<file path="src/rtl/add_rs_if.sv">
// Issue, CDB and ALU-dispatch signal bundle for the add/sub reservation station.
// The slave modport is the station; the master modport is its environment.
interface add_rs_if #(
   parameter int unsigned TAG_W = 3
) ();
   logic             issueEN;
   logic             issueOp;
   logic [TAG_W-1:0] issueQj;
   logic [TAG_W-1:0] issueQk;
   logic [31:0]      issueVj;
   logic [31:0]      issueVk;
   logic             issueFull;
   logic [TAG_W-1:0] issueTag;

   logic             cdbEN;
   logic [TAG_W-1:0] cdbTag;
   logic [31:0]      cdbData;

   logic             aluEN;
   logic             aluReady;
   logic             aluOp;
   logic [31:0]      aluData1;
   logic [31:0]      aluData2;
   logic [TAG_W-1:0] aluTag;

   modport master (
      output issueEN, issueOp, issueQj, issueQk, issueVj, issueVk,
      input  issueFull, issueTag,
      output cdbEN, cdbTag, cdbData,
      input  aluEN, aluOp, aluData1, aluData2, aluTag,
      output aluReady
   );

   modport slave (
      input  issueEN, issueOp, issueQj, issueQk, issueVj, issueVk,
      output issueFull, issueTag,
      input  cdbEN, cdbTag, cdbData,
      output aluEN, aluOp, aluData1, aluData2, aluTag,
      input  aluReady
   );
endinterface

</file>
<file path="src/rtl/add_rs.sv">
// Add/sub reservation station: issue, CDB snoop, lowest-index dispatch, release on CDB.
// Optional ADDRS_ISSUE_BYPASS_EN offers a fully-ready issue to the ALU in its own cycle.
module add_rs #(
   parameter int unsigned NUM_ENTRY = 3,
   parameter int unsigned TAG_W     = 3,
   parameter int unsigned BASE_TAG  = 1
) (
   input logic     clk,
   input logic     RST,
   add_rs_if.slave bus
);

   localparam int unsigned IdxW = (NUM_ENTRY > 1) ? $clog2(NUM_ENTRY) : 1;

   typedef enum logic [1:0] {StFree, StWait, StReady, StExec} state_e;

   state_e           r_state [NUM_ENTRY];
   logic             r_op    [NUM_ENTRY];
   logic [TAG_W-1:0] r_qj    [NUM_ENTRY];
   logic [TAG_W-1:0] r_qk    [NUM_ENTRY];
   logic [31:0]      r_vj    [NUM_ENTRY];
   logic [31:0]      r_vk    [NUM_ENTRY];

   logic             w_any_free;
   logic             w_any_rdy;
   logic [IdxW-1:0]  w_free_idx;
   logic [IdxW-1:0]  w_rdy_idx;

   logic             w_cap_j;
   logic             w_cap_k;
   logic [TAG_W-1:0] w_iss_qj;
   logic [TAG_W-1:0] w_iss_qk;
   logic [31:0]      w_iss_vj;
   logic [31:0]      w_iss_vk;
   logic             w_iss_acc;
   logic             w_iss_rdy;
   logic             w_byp;
   logic             w_disp;

   logic [TAG_W-1:0] w_qj_nx [NUM_ENTRY];
   logic [TAG_W-1:0] w_qk_nx [NUM_ENTRY];
   logic [31:0]      w_vj_nx [NUM_ENTRY];
   logic [31:0]      w_vk_nx [NUM_ENTRY];

   function automatic logic [TAG_W-1:0] entry_tag(input int idx);
      return TAG_W'(BASE_TAG + idx);
   endfunction

   // Scan downwards so the last hit is the lowest index.
   always_comb begin
      w_any_free = 1'b0;
      w_free_idx = '0;
      w_any_rdy  = 1'b0;
      w_rdy_idx  = '0;
      for (int i = int'(NUM_ENTRY) - 1; i >= 0; i--) begin
         if (r_state[i] == StFree) begin
            w_any_free = 1'b1;
            w_free_idx = IdxW'(i);
         end
         if (r_state[i] == StReady) begin
            w_any_rdy = 1'b1;
            w_rdy_idx = IdxW'(i);
         end
      end
   end

   always_comb begin
      w_cap_j   = bus.cdbEN && (bus.issueQj != '0) && (bus.cdbTag == bus.issueQj);
      w_cap_k   = bus.cdbEN && (bus.issueQk != '0) && (bus.cdbTag == bus.issueQk);
      w_iss_qj  = w_cap_j ? '0 : bus.issueQj;
      w_iss_qk  = w_cap_k ? '0 : bus.issueQk;
      w_iss_vj  = w_cap_j ? bus.cdbData : bus.issueVj;
      w_iss_vk  = w_cap_k ? bus.cdbData : bus.issueVk;
      w_iss_acc = bus.issueEN && w_any_free;
      w_iss_rdy = (w_iss_qj == '0) && (w_iss_qk == '0);
   end

`ifdef ADDRS_ISSUE_BYPASS_EN
   assign w_byp = w_iss_acc && w_iss_rdy && !w_any_rdy && !RST;
`else
   assign w_byp = 1'b0;
`endif

   always_comb begin
      bus.aluEN    = 1'b0;
      bus.aluOp    = 1'b0;
      bus.aluData1 = '0;
      bus.aluData2 = '0;
      bus.aluTag   = '0;
      if (w_any_rdy) begin
         bus.aluEN    = 1'b1;
         bus.aluOp    = r_op[w_rdy_idx];
         bus.aluData1 = r_vj[w_rdy_idx];
         bus.aluData2 = r_vk[w_rdy_idx];
         bus.aluTag   = entry_tag(int'(w_rdy_idx));
      end else if (w_byp) begin
         bus.aluEN    = 1'b1;
         bus.aluOp    = bus.issueOp;
         bus.aluData1 = w_iss_vj;
         bus.aluData2 = w_iss_vk;
         bus.aluTag   = entry_tag(int'(w_free_idx));
      end
   end

   assign w_disp        = bus.aluEN && bus.aluReady;
   assign bus.issueFull = !w_any_free;
   assign bus.issueTag  = w_any_free ? entry_tag(int'(w_free_idx)) : '0;

   // Operand snoop; tag 0 never matches so a valid operand is never overwritten.
   always_comb begin
      for (int i = 0; i < int'(NUM_ENTRY); i++) begin
         w_qj_nx[i] = r_qj[i];
         w_qk_nx[i] = r_qk[i];
         w_vj_nx[i] = r_vj[i];
         w_vk_nx[i] = r_vk[i];
         if (bus.cdbEN && (r_qj[i] != '0) && (r_qj[i] == bus.cdbTag)) begin
            w_qj_nx[i] = '0;
            w_vj_nx[i] = bus.cdbData;
         end
         if (bus.cdbEN && (r_qk[i] != '0) && (r_qk[i] == bus.cdbTag)) begin
            w_qk_nx[i] = '0;
            w_vk_nx[i] = bus.cdbData;
         end
      end
   end

   always_ff @(posedge clk or posedge RST) begin
      if (RST) begin
         for (int i = 0; i < int'(NUM_ENTRY); i++) begin
            r_state[i] <= StFree;
            r_op[i]    <= 1'b0;
            r_qj[i]    <= '0;
            r_qk[i]    <= '0;
            r_vj[i]    <= '0;
            r_vk[i]    <= '0;
         end
      end else begin
         for (int i = 0; i < int'(NUM_ENTRY); i++) begin
            unique case (r_state[i])
               StFree: begin
                  if (w_iss_acc && (int'(w_free_idx) == i)) begin
                     r_op[i] <= bus.issueOp;
                     r_qj[i] <= w_iss_qj;
                     r_qk[i] <= w_iss_qk;
                     r_vj[i] <= w_iss_vj;
                     r_vk[i] <= w_iss_vk;
                     if (w_byp && bus.aluReady) begin
                        r_state[i] <= StExec;
                     end else if (w_iss_rdy) begin
                        r_state[i] <= StReady;
                     end else begin
                        r_state[i] <= StWait;
                     end
                  end
               end
               StWait: begin
                  r_qj[i] <= w_qj_nx[i];
                  r_qk[i] <= w_qk_nx[i];
                  r_vj[i] <= w_vj_nx[i];
                  r_vk[i] <= w_vk_nx[i];
                  if ((w_qj_nx[i] == '0) && (w_qk_nx[i] == '0)) begin
                     r_state[i] <= StReady;
                  end
               end
               StReady: begin
                  if (w_disp && w_any_rdy && (int'(w_rdy_idx) == i)) begin
                     r_state[i] <= StExec;
                  end
               end
               StExec: begin
                  if (bus.cdbEN && (bus.cdbTag == entry_tag(i))) begin
                     r_state[i] <= StFree;
                  end
               end
               default: r_state[i] <= StFree;
            endcase
         end
      end
   end

endmodule

</file>
<file path="src/flat_wrapper.sv">
// flat-port wrapper written by rule: the top's interface ports become plain ports
module add_rs_flat 
#(
   parameter int unsigned NUM_ENTRY = 3,
   parameter int unsigned TAG_W     = 3,
   parameter int unsigned BASE_TAG  = 1
)
  (clk, RST, bus_issueEN, bus_issueOp, bus_issueQj, bus_issueQk, bus_issueVj, bus_issueVk, bus_issueFull, bus_issueTag, bus_cdbEN, bus_cdbTag, bus_cdbData, bus_aluEN, bus_aluOp, bus_aluData1, bus_aluData2, bus_aluTag, bus_aluReady);
  add_rs_if #(.TAG_W(TAG_W)) bus_i ();
  input logic clk;
  input logic RST;
  input wire logic [$bits(bus_i.issueEN)-1:0] bus_issueEN;
  input wire logic [$bits(bus_i.issueOp)-1:0] bus_issueOp;
  input wire logic [$bits(bus_i.issueQj)-1:0] bus_issueQj;
  input wire logic [$bits(bus_i.issueQk)-1:0] bus_issueQk;
  input wire logic [$bits(bus_i.issueVj)-1:0] bus_issueVj;
  input wire logic [$bits(bus_i.issueVk)-1:0] bus_issueVk;
  output wire logic [$bits(bus_i.issueFull)-1:0] bus_issueFull;
  output wire logic [$bits(bus_i.issueTag)-1:0] bus_issueTag;
  input wire logic [$bits(bus_i.cdbEN)-1:0] bus_cdbEN;
  input wire logic [$bits(bus_i.cdbTag)-1:0] bus_cdbTag;
  input wire logic [$bits(bus_i.cdbData)-1:0] bus_cdbData;
  output wire logic [$bits(bus_i.aluEN)-1:0] bus_aluEN;
  output wire logic [$bits(bus_i.aluOp)-1:0] bus_aluOp;
  output wire logic [$bits(bus_i.aluData1)-1:0] bus_aluData1;
  output wire logic [$bits(bus_i.aluData2)-1:0] bus_aluData2;
  output wire logic [$bits(bus_i.aluTag)-1:0] bus_aluTag;
  input wire logic [$bits(bus_i.aluReady)-1:0] bus_aluReady;
  assign bus_i.issueEN = bus_issueEN;
  assign bus_i.issueOp = bus_issueOp;
  assign bus_i.issueQj = bus_issueQj;
  assign bus_i.issueQk = bus_issueQk;
  assign bus_i.issueVj = bus_issueVj;
  assign bus_i.issueVk = bus_issueVk;
  assign bus_issueFull = bus_i.issueFull;
  assign bus_issueTag = bus_i.issueTag;
  assign bus_i.cdbEN = bus_cdbEN;
  assign bus_i.cdbTag = bus_cdbTag;
  assign bus_i.cdbData = bus_cdbData;
  assign bus_aluEN = bus_i.aluEN;
  assign bus_aluOp = bus_i.aluOp;
  assign bus_aluData1 = bus_i.aluData1;
  assign bus_aluData2 = bus_i.aluData2;
  assign bus_aluTag = bus_i.aluTag;
  assign bus_i.aluReady = bus_aluReady;
  add_rs #(.NUM_ENTRY(NUM_ENTRY), .TAG_W(TAG_W), .BASE_TAG(BASE_TAG)) u_core (.clk(clk), .RST(RST), .bus(bus_i));
endmodule
</file>
<file path="config.mk">
export PLATFORM = sky130hd
export DESIGN_NAME = add_rs_flat
export DESIGN_NICKNAME = d
export VERILOG_FILES = /design/src/rtl/add_rs_if.sv /design/src/rtl/add_rs.sv /design/src/flat_wrapper.sv
export SDC_FILE = /design/constraint.sdc
export NUM_CORES = 1
export LEC_CHECK = 0
export ABC_AREA = 1
export ABC_CLOCK_PERIOD_IN_PS = 9300
export CAP_MARGIN = 20
export CORE_ASPECT_RATIO = 1.5
export CORE_MARGIN = 3
export CORE_UTILIZATION = 40
export DETAILED_ROUTE_END_ITERATION = 12
export HOLD_SLACK_MARGIN = 0.06
export PLACE_DENSITY_LB_ADDON = 0.15
export SETUP_SLACK_MARGIN = 0.5
export SLEW_MARGIN = 20
export SYNTH_ARGS = -nofsm -noshare
export SYNTH_HDL_FRONTEND = slang
export SYNTH_SLANG_ARGS = --single-unit
</file>
<file path="constraint.sdc">
create_clock -name clk -period 9.3 [get_ports clk]
set_clock_uncertainty 0.15 [all_clocks]
set_input_delay 0.93 -clock clk [delete_from_list [all_inputs] [get_ports clk]]
set_output_delay 0.93 -clock clk [all_outputs]
set_load 0.05 [all_outputs]
</file>
==> qor.txt, run 1 <==
Placement Cell Area - 15600 sq um
TritonCTS clock tree - built
Clk slew on worst S/H paths - 0.06 ns
Placed instance count - 2464
Crit Path Max Fanout - 69
Hold Violations, Final - 0
PostCTS Resize Cnt - 0
Power density cells - 423 nW/um^2
Post-synth EDFFs - 0
Chip height - 233 um
DRT Pass-1 Iters - 6
Data arrival time of the worst path - 4.29 ns
Root Driver - clkbuf_16
Starting Density - 0.409
Top cell type by total area after synthesis - dfrtp_1
Total GRT Usage - 0.261
Asr flop ratio synth - 1.00
Die area - 36800 sq um
Tot Pwr - 6.95 mW
Ys Warns - 0
# hold bufs at CTS - 0
Post-DR wirelength/cell - 19.2 um
Syn_nets - 2122
Clock Sinks - 219
Clock tree buffer depth - 3
Initial DRC Count - 915
Top cells by count, synth - 755 x nand2_1, 219 x dfrtp_1, 153 x o21ai_0
Hold Crit Class - flip-flop to flip-flop
# DRC - 0
Worst Tran Pin Value - 1.11 ns
Final worst slack - 3.93 ns
Cell Area, Synth - 13800 sq um
Main synth FF type - dfrtp_1
Cell variety after synth - 37
Worst path required time - 8.22 ns
Sequential fraction of the synthesis area - 0.397
Number of global-route vias before repair - 13900
Setup violators final - 0
Top cell type's share of synthesized area - 0.397
First-pass GRT wire length - 75600 um
Worst slew margin - 0.260
Final worst path period share - 0.577
Fin nets - 2202
Layout cells sized above 1 - 0.0637
Maximum vdd drop - 288 uV
Post-route ant nets - 0
DRT Wirelength - 48200 um
End-of-flow core utilization - 0.487
Crit path time final - 5.37 ns
I/O pins - 184
Initial antenna violation count - 2
Chip Width - 158 um
Post-placement setup slack - 4.45 ns
Hold slack - 0.322 ns
Clock Latency Late Sink - 0.52 ns
Area Overhead vs Synth - 19.1%
Syn Inst Count - 1991
Outcome - completed
Leak Pwr - 7.85 nW
DPL Wire Length - 28400 um
DR vias/cell - 5.54
Setup Buffers After CTS - 0
Core box area - 33800 sq um
Mean Syn Cell Area - 6.93 sq um
Grt ovf - 0
Max Fclk - 0.186 GHz
H-tree depth - 1
Largest net degree at the start of global routing - 102
Via count - 13900
CTS Buf Count - 24
I/O Buffers - 183
MaxCap Viol Count - 0
Critical Path Source Type - flip-flop
Synth Register Bits - 219
Post-route cell area - 16400 sq um
RSZ-0062 raised after global routing - false
Setup CP Type - flip-flop to output port
Setup crit end kind - output port
Max-slew violation count - 0
Finished Layout Cells - 2509
Most frequent cell after synthesis - nand2_1
FP Rows - 82
Global placer's final weighted congestion - 0.872
Setup TNS Final - 0 ns
Synth top area cells - dfrtp_1 40%, nand2_1 21%, o21ai_0 5.5%
==> critical path, cell delays in order, from the launching register on <==
cell	delay, ns
dfrtp_1	0.44
inv_1	0.09
ha_1	0.25
inv_1	0.12
nor2_4	0.03
buf_4	0.37
inv_2	0.33
buf_4	0.69
nand2_1	0.13
a31oi_1	0.40
clkdlybuf4s50_1	0.88
==> placed cells by master, fill, tap and decap left out, types with 3 or more instances in the layout <==
cell | netlist | routed
buf_4 | 5 | 16
ha_1 | 20 | 17
nand2_1 | 755 | 751
clkbuf_1 | 86 | 4
o211ai_1 | 56 | 56
inv_1 | 129 | 125
inv_2 | 6 | 7
dfrtp_1 | 219 | 219
clkdlybuf4s50_1 | 0 | 183
a31oi_1 | 65 | 65
nor3_1 | 6 | 6
clkbuf_8 | 0 | 4
nand4_1 | 6 | 6
a21oi_1 | 93 | 93
o21ai_0 | 153 | 153
o22ai_1 | 12 | 12
clkinv_2 | 0 | 8
inv_4 | 2 | 3
o21ai_1 | 110 | 110
nand2_4 | 30 | 30
nand2_2 | 4 | 8
nand3_1 | 21 | 21
clkbuf_16 | 0 | 25
o21ai_2 | 19 | 19
xnor2_1 | 6 | 6
nor2_1 | 120 | 119
==> registers in the layout, indices dropped and copies added (netlist names) <==
signal	count
u_core.r_qj	9
u_core.r_vk	96
u_core.r_op	3
u_core.r_qk	9
u_core.r_vj	96
u_core.r_state	6
==> final timing paths <==
kind	to	cells after the start	startpoint	slack [ns]
max in group asynchronous	u_core.r_qj[6]	3	RST	6.78
min reg2reg	u_core.r_vj[16]	2	u_core.r_vj[16]	0.32
min	u_core.r_vj[16]	2	u_core.r_vj[16]	0.32
max	bus_aluData1[2]	10	u_core.r_state[2]	3.93
min in group asynchronous	u_core.r_vj[79]	2	RST	0.75
max reg2reg	u_core.r_vj[74]	10	u_core.r_state[5]	4.59
==> layout make-up <==
class	count	area (sq um)
diodes	1	2.50
flip-flops and latches	219	5480
inverters	138	533
repair buffers	200	1970
clock buffers	33	696
multi-input cells	1488	7130
well taps	420	526
fillers	3460	17300
clock inverters	10	100
==> power breakdown <==
| group | leakage [nW] | internal (mW) | switching (mW) |
|---|---|---|---|
| clock network | 0.401 | 0.577 | 0.413 |
| registers | 2.67 | 1.42 | 0.250 |
| logic | 4.78 | 1.26 | 3.03 |
==> logic make-up after synthesis <==
kind of cell | Yosys count | synth area share
adders and majority gates | 20 | 0.0181
and+or+nand+nor | 947 | 0.280
AOI/OAI and AO/OA | 513 | 0.209
xor gates and xnor gates | 8 | 0.00508
buffers and inverters | 284 | 0.0903
DFF | 219 | 0.397
==> metal layers <==
metal  up-vias  track usage  wire length [um]
met2       538        0.445             23200
met1      6608        0.330             19700
met3       131       0.0302              3110
li1       6632            -                 -
met5         -            0                13
met4         2        0.119              2180
No activity file was read; power rests on OpenSTA's default activity.
==> run 2, diff against run 1 <==
--- a/config.mk
+++ b/config.mk
@@ -6,7 +6,7 @@
 export NUM_CORES = 1
 export LEC_CHECK = 0
 export ABC_AREA = 1
-export ABC_CLOCK_PERIOD_IN_PS = 9300
+export ABC_CLOCK_PERIOD_IN_PS = 5400
 export CAP_MARGIN = 20
 export CORE_ASPECT_RATIO = 1.5
 export CORE_MARGIN = 3
==> constraint.sdc (replaced) <==
create_clock -name clk -period 5.4 [get_ports clk]
set_clock_uncertainty 0.15 [all_clocks]
set_input_delay 0.54 -clock clk [delete_from_list [all_inputs] [get_ports clk]]
set_output_delay 0.54 -clock clk [all_outputs]
set_load 0.05 [all_outputs]
==> qor.txt, run 2 (synthesis results as in run 1) <==
Setup TNS Final - 0 ns
MaxCap Viol Count - 0
R2r worst-path depth - 13
DRT Pass-1 Iters - 5
Setup Buffers After CTS - 0
Max-slew violation count - 0
TritonCTS clock tree - built
Crit Path Max Fanout - 36
Setup crit end kind - output port
Worst path required time - 4.71 ns
Clk slew on worst S/H paths - 0.06 ns
Clock Sinks - 219
CTS Buf Count - 24
Hold Violations, Final - 0
Largest net degree at the start of global routing - 148
DPL Wire Length - 28000 um
Chip height - 233 um
Starting Density - 0.409
I/O Buffers - 183
Post-DR wirelength/cell - 18.6 um
Reg area - 5480 sq um
CP startpoint - u_core.r_state[2]
Grt ovf - 0
Reg-to-reg critical path endpoint - u_core.r_vj[63]
I/O pins - 184
Worst slew margin - 0.275
Crit path time final - 4.55 ns
DRT Wirelength - 46900 um
Leak Pwr - 7.90 nW
# DRC - 0
Placement Cell Area - 15700 sq um
Core box area - 33800 sq um
End-of-flow core utilization - 0.490
Root Driver - clkbuf_16
Clock tree buffer depth - 3
Worst Tran Pin Value - 1.09 ns
Global placer's final weighted congestion - 0.835
FP Rows - 82
Finished Layout Cells - 2517
Max Fclk - 0.220 GHz
Commonest non-fill, non-tap cell in the layout - nand2_1
Post-route cell area - 16500 sq um
Area of the multi-input gates - 7130 sq um
Hold Crit Class - flip-flop to flip-flop
Initial antenna violation count - 2
Flop-to-flop setup slack - 1.78 ns
Die area - 36800 sq um
Post-route ant nets - 0
Final worst path period share - 0.842
Power density cells - 726 nW/um^2
Number of global-route vias before repair - 13600
DR vias/cell - 5.46
Clock Latency Late Sink - 0.52 ns
Outcome - completed
RSZ-0062 raised after global routing - false
Tot Pwr - 12.0 mW
Total GRT Usage - 0.251
Worst Hold End - u_core.r_vj[15]
Maximum vdd drop - 584 uV
Area Overhead vs Synth - 19.8%
Data arrival time of the worst path - 3.86 ns
Setup violators final - 0
Min-delay src - u_core.r_vj[15]
FF-to-FF Start - u_core.r_state[3]
Most frequent cells in the layout - 751 x nand2_1, 219 x dfrtp_1, 183 x clkdlybuf4s50_1
Worst Hold Path Cells - 2
Setup CP Type - flip-flop to output port
Chip Width - 158 um
Critical Path Source Type - flip-flop
Initial DRC Count - 968
PostCTS Resize Cnt - 0
H-tree depth - 1
# fillers - 3410
Regs by FF count - u_core.r_vj x96, u_core.r_vk x96
Layout cells sized above 1 - 0.0668
Fin nets - 2210
Placed instance count - 2472
First-pass GRT wire length - 73500 um
Via count - 13700
# hold bufs at CTS - 0
-- run 2: routing by layer --
layer	vias to the layer above	global-route usage	part of all wire
met5	-	0	0.00028
met4	2	0.0906	0.034
met3	100	0.0256	0.059
met2	513	0.438	0.49
met1	6489	0.321	0.41
li1	6639	-	-
-- run 2: how the worst max path moves through the flow --
stage	slack [ns]	cells after the start	endpoint
CTS	0.83	9	bus_aluData1[3]
finish	0.85	9	bus_aluData1[3]
global route	0.73	9	bus_aluData1[3]
detailed placement	1.42	9	bus_aluData1[0]
floorplan	1.86	1	u_core.r_op[0]
global placement	1.45	9	bus_aluData1[0]
-- run 2: worst max-delay path, cell delays in order, from the launching register on --
cell and delay (ns):
dfrtp_1 0.43, inv_1 0.09, ha_1 0.25, inv_1 0.13, nor2_4 0.04, inv_2 0.63, buf_4 0.38, nand2_1 0.09
a31oi_1 0.39, clkdlybuf4s50_1 0.89
-- run 2: area by class of cell --
class                   instances  share of cell area
well taps                     420              0.0318
inverters                     138              0.0320
multi-input cells            1488               0.431
diodes                          1            0.000151
repair buffers                208               0.126
clock inverters                10             0.00606
flip-flops and latches        219               0.332
clock buffers                  33              0.0415
-- run 2: per-stage QoR --
stage               setup slack (ns)  hold WS, ns
floorplan                       1.86        0.294
global placement                1.45        0.307
detailed placement              1.42        0.310
CTS                            0.829        0.327
global route                   0.730        0.343
finish                         0.854        0.320
-- run 2: report_power, final --
part,switching [mW],leakage (nW),internal (mW)
sequential,0.429,2.67,2.45
combinational,5.22,4.84,2.23
clock,0.687,0.395,0.980
